==> config.mk <==
export PLATFORM = sky130hd
export DESIGN_NAME = keypad_scan
export DESIGN_NICKNAME = d
export VERILOG_FILES = /design/src/rtl/keypad_pkg.sv /design/src/rtl/keypad_debounce.sv /design/src/rtl/keypad_scan.sv
export SDC_FILE = /design/constraint.sdc
export NUM_CORES = 1
export LEC_CHECK = 0
export ABC_CLOCK_PERIOD_IN_PS = 13100
export CORE_MARGIN = 5
export CORE_UTILIZATION = 31
export DETAILED_ROUTE_END_ITERATION = 6
export PLACE_DENSITY = 0.51
export SLEW_MARGIN = 20
export SYNTH_ARGS = -nofsm -noshare
export SYNTH_HDL_FRONTEND = slang
export SYNTH_SLANG_ARGS = --single-unit
==> constraint.sdc <==
create_clock -name ck -period 13.1 [get_ports ck]
set_input_delay 1.965 -clock ck [delete_from_list [all_inputs] [get_ports ck]]
set_output_delay 1.965 -clock ck [all_outputs]
set_load 0.05 [all_outputs]
==> src/rtl/keypad_pkg.sv <==
// Shared types and constants for the 4x4 keypad scanner and its debounce FSM.
// Key codes are {row_idx, col_idx} on a 1-2-3-A / 4-5-6-B / 7-8-9-C / *-0-#-D layout.
package keypad_pkg;

   typedef enum logic [1:0] {
      ST_IDLE,
      ST_DEBOUNCE,
      ST_PRESSED,
      ST_RELEASE
   } deb_state_t;

   typedef enum logic [1:0] {
      FC_NONE,
      FC_SINGLE,
      FC_MULTI
   } frame_class_t;

   typedef struct packed {
      frame_class_t cls;
      logic [3:0]   code;
   } frame_info_t;

   localparam logic [3:0] KEY_1      = 4'h0;
   localparam logic [3:0] KEY_2      = 4'h1;
   localparam logic [3:0] KEY_3      = 4'h2;
   localparam logic [3:0] KEY_MODE   = 4'h3;
   localparam logic [3:0] KEY_4      = 4'h4;
   localparam logic [3:0] KEY_5      = 4'h5;
   localparam logic [3:0] KEY_6      = 4'h6;
   localparam logic [3:0] KEY_HH     = 4'h7;
   localparam logic [3:0] KEY_7      = 4'h8;
   localparam logic [3:0] KEY_8      = 4'h9;
   localparam logic [3:0] KEY_9      = 4'hA;
   localparam logic [3:0] KEY_MM     = 4'hB;
   localparam logic [3:0] KEY_0      = 4'hD;
   localparam logic [3:0] KEY_SWITCH = 4'hF;

   // The code field is only meaningful for FC_SINGLE.
   function automatic frame_info_t classify_frame(input logic [15:0] pressed);
      frame_info_t info;
      int unsigned n;
      n         = 0;
      info.code = 4'h0;
      for (int i = 0; i < 16; i++) begin
         if (pressed[i]) begin
            n++;
            info.code = 4'(i);
         end
      end
      if (n == 0)      info.cls = FC_NONE;
      else if (n == 1) info.cls = FC_SINGLE;
      else             info.cls = FC_MULTI;
      return info;
   endfunction

endpackage

==> src/rtl/keypad_debounce.sv <==
// Frame-level press/release FSM: turns one classified frame per strobe into a
// single key_valid pulse per press and a key_held level until release.
module keypad_debounce
   import keypad_pkg::*;
#(
   parameter int DEB_SCANS = 4
) (
   input  logic       ck,
   input  logic       reset,
   input  logic       frame_stb,
   input  logic [1:0] frame_cls,
   input  logic [3:0] frame_code,
   output logic [3:0] key_code,
   output logic       key_valid,
   output logic       key_held
);

   localparam int CW = $clog2(DEB_SCANS + 1);

   deb_state_t    state, state_nx;
   logic [3:0]    cand, cand_nx;
   logic [CW-1:0] deb_cnt, deb_cnt_nx, deb_cnt_inc;
   logic          cnt_hit, accept, accept_q;
   logic          is_single, is_none;

   assign is_single   = (frame_cls == FC_SINGLE);
   assign is_none     = (frame_cls == FC_NONE);
   assign cnt_hit     = (deb_cnt >= CW'(DEB_SCANS - 1));
   assign deb_cnt_inc = (deb_cnt < CW'(DEB_SCANS)) ? deb_cnt + 1'b1 : deb_cnt;

   // NOTE: sequential state uses non-blocking assignments so every flop samples pre-edge values.
   always_ff @(posedge ck or posedge reset) begin
      if (reset) state <= ST_IDLE;
      else       state <= state_nx;
   end

   // NOTE: every comb output gets a default first, so no path can infer a latch.
   always_comb begin
      state_nx   = state;
      cand_nx    = cand;
      deb_cnt_nx = deb_cnt;
      accept     = 1'b0;
      if (frame_stb) begin
         unique case (state)
            ST_IDLE: begin
               if (is_single) begin
                  cand_nx    = frame_code;
                  deb_cnt_nx = CW'(1);
                  if (DEB_SCANS == 1) begin
                     accept   = 1'b1;
                     state_nx = ST_PRESSED;
                  end else begin
                     state_nx = ST_DEBOUNCE;
                  end
               end
            end
            ST_DEBOUNCE: begin
               if (is_single && frame_code == cand) begin
                  deb_cnt_nx = deb_cnt_inc;
                  if (cnt_hit) begin
                     accept   = 1'b1;
                     state_nx = ST_PRESSED;
                  end
               end else if (is_single) begin
                  cand_nx    = frame_code;
                  deb_cnt_nx = CW'(1);
               end else begin
                  state_nx = ST_IDLE;
               end
            end
            ST_PRESSED: begin
               // A multi-key frame counts as "still held", never as a release.
               if (is_none) begin
                  deb_cnt_nx = CW'(1);
                  state_nx   = (DEB_SCANS == 1) ? ST_IDLE : ST_RELEASE;
               end
            end
            ST_RELEASE: begin
               if (is_none) begin
                  deb_cnt_nx = deb_cnt_inc;
                  if (cnt_hit) state_nx = ST_IDLE;
               end else begin
                  state_nx = ST_PRESSED;
               end
            end
            default: state_nx = ST_IDLE;
         endcase
      end
   end

   always_ff @(posedge ck or posedge reset) begin
      if (reset) begin
         cand     <= 4'h0;
         deb_cnt  <= '0;
         key_code <= 4'h0;
         accept_q <= 1'b0;
      end else begin
         cand     <= cand_nx;
         deb_cnt  <= deb_cnt_nx;
         accept_q <= accept;
         if (accept) key_code <= cand_nx;
      end
   end

   always_comb begin
      key_valid = accept_q;
      key_held  = (state == ST_PRESSED) || (state == ST_RELEASE);
   end

endmodule

==> src/rtl/keypad_scan.sv <==
// 4x4 active-low keypad scanner: rotates column strobes, synchronizes rows,
// accumulates one 16-bit frame per column sweep and feeds the debounce FSM.
module keypad_scan
   import keypad_pkg::*;
#(
   parameter int SCAN_DIV  = 25000,
   parameter int DEB_SCANS = 4
) (
   input  logic       ck,
   input  logic       reset,
   input  logic [3:0] row,
   output logic [3:0] col,
   output logic [3:0] key_code,
   output logic       key_valid,
   output logic       key_held
);

   localparam int SW = $clog2(SCAN_DIV);

   logic [3:0]    row_s1, row_s2;
   logic [SW-1:0] slot_cnt;
   logic [1:0]    col_idx;
   logic [15:0]   acc, frame_vec;
   logic          slot_end, frame_stb;
   frame_info_t   info;

   assign slot_end  = (slot_cnt == SW'(SCAN_DIV - 1));
   assign frame_stb = slot_end && (col_idx == 2'd3);

   always_ff @(posedge ck or posedge reset) begin
      if (reset) begin
         row_s1 <= 4'hF;
         row_s2 <= 4'hF;
      end else begin
         row_s1 <= row;
         row_s2 <= row_s1;
      end
   end

   // col is a register rather than a decode of col_idx so the strobes never glitch.
   always_ff @(posedge ck or posedge reset) begin
      if (reset) begin
         slot_cnt <= '0;
         col_idx  <= 2'd0;
         col      <= 4'b1110;
      end else if (slot_end) begin
         slot_cnt <= '0;
         col_idx  <= col_idx + 2'd1;
         col      <= {col[2:0], col[3]};
      end else begin
         slot_cnt <= slot_cnt + 1'b1;
      end
   end

   // Current column's rows merged in, so the frame is complete on the column-3 strobe.
   always_comb begin
      frame_vec = acc;
      for (int r = 0; r < 4; r++) begin
         frame_vec[{r[1:0], col_idx}] = ~row_s2[r];
      end
   end

   always_ff @(posedge ck or posedge reset) begin
      if (reset)          acc <= '0;
      else if (frame_stb) acc <= '0;
      else if (slot_end)  acc <= frame_vec;
   end

   assign info = classify_frame(frame_vec);

   keypad_debounce #(
      .DEB_SCANS(DEB_SCANS)
   ) u_debounce (
      .ck        (ck),
      .reset     (reset),
      .frame_stb (frame_stb),
      .frame_cls (info.cls),
      .frame_code(info.code),
      .key_code  (key_code),
      .key_valid (key_valid),
      .key_held  (key_held)
   );

endmodule

==> results_dict.tcl <==
set metrics [dict create \
    yosys_warnings 0 \
    die-area_um2 19300 \
    root_buffer "clkbuf_16" \
    cp-end-kind "flop" \
    fmax_mhz 82.3 \
    synth_nets 602 \
    ys_seq_area_frac 0.290 \
    setup_violations 0 \
    muxShareOfSynthArea 0.0523 \
    worst-path-max-fanout 18 \
    grt_setup_unrepaired "false" \
    area_delta_synth_final_pct 13.1 \
    grt_max_degree 60 \
    yosysMostFrequentCell "nand2_1" \
    slew_headroom 0.366 \
    max_cap_viol_count 0 \
    clock_latency_ps 330 \
    worstMarginPinSlew_ps 951 \
    synth_edf_count 0 \
    yosysTopAreaCell "dfrtp_1" \
    multiInputGateArea_um2 3460 \
    required_ps 13310 \
    final_cells 811 \
    drt_first_pass_iters 4 \
    synth_seq_cells 59 \
    synth_xor_xnor_area_share 0.133 \
    post-route-util 0.354 \
    nets 611 \
    synth_compound_area_frac 0.189 \
    drt-initial-drc-count 199 \
    synth_top_family_by_area "simple AND/OR/NAND/NOR gates" \
    yosys.area.top_type_share 0.234 \
    status "finished, final reports clean" \
    wl_per_cell_um 14.6 \
    num_rows 47 \
    start_util 0.313 \
    max_stage_delay_ps 540 \
    synth_ff_type "dfrtp_1" \
    power_mw 0.503 \
    grt_antenna_before_repair 0 \
    placed_area_um2 5480 \
    synth_cell_types 92 \
    seq_area_um2 1490 \
    cts_tree "done" \
    p_leak_nw 2.39 \
    core_region_area_um2 16400 \
    worstPathArrival_ps 12360 \
    fp.dieH_um 139 \
    fillerInstances 1675 \
    vias 4214 \
    synth_cells 577 \
    synth_fa_ha_area_frac 0.0463 \
    synth_area_leaders "dfrtp_1, xnor2_1, dfstp_2" \
    post-route-period-util 0.928 \
    fin_crit_ps 12150 \
    dp_cells 795 \
    die_width_um 139 \
    viasPerCell 5.20 \
    irDropWorstVdd_mv 0.101 \
    grt_pass1_wl_mm 20.0 \
    cts_max_level 3 \
    syn_area_um2 5140 \
    cp_common_cell "ha_1" \
    finClkSkew_ps 9.18 \
    gp_congestion 0.874 \
    finalMaxSlewViolations 0 \
    ios 16 \
    netlist_top_cells_count "nand2_1, nor2_1, dfrtp_1, xnor2_1, a21oi_1" \
    min-delay-start "row_s1[0]" \
    clk_path_buf_depth 2 \
    crit_type "flop to flop" \
    cp_slowest_cell "or3b_1" \
    clk_pin_slew_worst_paths_ps 60 \
    cts-buffers-inserted 9 \
    rr_startpoint "col_idx[0]" \
    cp-start-kind "flop" \
    first_global_vias 4041 \
    avgSynthCellArea_um2 8.91 \
    power.density_nw_per_um2 86.5 \
    drive_above_1_share 0.147 \
    cts.sinks 59 \
    drc_errors 0 \
    hold_viol 0 \
    crit_start "col_idx[0]" \
    synth_async_sr_flop_share 1.00 \
    hold_path.class "flop to flop" \
    globalRouteOverflowTotal 0 \
    routed_wl_mm 11.8 \
    tns_ps 0 \
    grtUsageTotal 0.125 \
    dpl.hpwl_mm 9.03 \
    drtAntennaViolNets 0 \
    insertedDiodeCount 0 \
    yosys.area_share.simple 0.249 \
    port_buffers 15 \
    final_area_um2 5810 \
]
-- routing by layer --
metal | track usage | vias up | wire length, µm
met4 | 0.0443 | 0 | 202
met5 | 0 | - | 0
li1 | - | 2127 | -
met2 | 0.197 | 95 | 5380
met1 | 0.173 | 1978 | 5850
met3 | 0.0207 | 14 | 401
-- final cells by class --
cell class                 instances  share of cell area
clock buffer                       9              0.0387
clock inverter                     7              0.0170
inverter                          20              0.0133
multi-input combinational        476               0.595
sequential                        59               0.256
tap                              220              0.0473
timing repair buffer              20              0.0323
-- path summary, 6_finish.rpt --
kind,end,slack [ps],cells after the start
worst max-delay path,u_debounce.cand[2],950,51
worst min-delay path,row_s2[0],360,0
worst max register to register,u_debounce.cand[2],950,51
worst min register to register,row_s2[0],360,0
max in group asynchronous,acc[8],10440,3
min in group asynchronous,u_debounce.cand[1],2160,3
-- placed cells by master (no fill, tap or decap), types with 8 or more instances in the layout --
cell             count
nor3_1              16
dfstp_2             11
o31ai_1             13
nand3_1             14
o21ai_0             18
mux2i_1             11
xor2_1              16
nor2b_1              8
nand2_1             61
and2_1               9
nor4_1              11
dfrtp_1             48
nor2_1              55
inv_1               17
xnor2_1             34
clkbuf_16            9
a21o_1               9
a21oi_1             25
ha_1                16
clkdlybuf4s50_1     15
-- worst max-delay path, delay by kind of cell (launching register included) --
family | cells | cell delay (ps)
flip-flops | 1 | 400
multiplexers | 5 | 1310
adder cells (fa/ha/maj) | 14 | 4170
buffers and inverters | 3 | 280
AO/OA/AOI/OAI | 11 | 2260
AND/OR/NAND/NOR | 17 | 3450
XOR/XNOR | 1 | 150
-- sequential cells by signal, indices dropped and copies added, names as in the netlist, 3 cells and up --
signal	flops
acc	16
col	4
row_s1	4
row_s2	4
slot_cnt	15
u_debounce.cand	4
u_debounce.deb_cnt	3
u_debounce.key_code	4
-- through the flow --
stage                     worst slack [ps]  hold slack [ps]
final                                  950              356
after CTS                              695              357
after floorplan                       2060              345
after global routing                  13.4              360
after detailed placement               738              348
after global placement                1090              346
-- logic make-up after synthesis --
group                    Yosys count
AND/OR/NAND/NOR                  238
AO/OA/AOI/OAI                    133
XOR/XNOR                          62
flip-flops                        59
buffers and inverters             42
multiplexers                      24
adder cells (fa/ha/maj)           19
-- what timing repair did --
item / 4_1_cts / 5_1_grt
setup endpoints to repair: 0 / 10
resized for setup: 0 / 3
hold buffers: 0 / 0
setup buffers: 0 / 0
-- report_power, final --
group	internal (mW)	leakage (nW)	switching, mW	total (mW)
clock	0.168	0.156	0.0876	0.255
combinational	0.0243	1.46	0.0371	0.0614
sequential	0.185	0.772	0.00172	0.186
total	0.377	2.39	0.126	0.503
(Power assumes the default switching activity.)
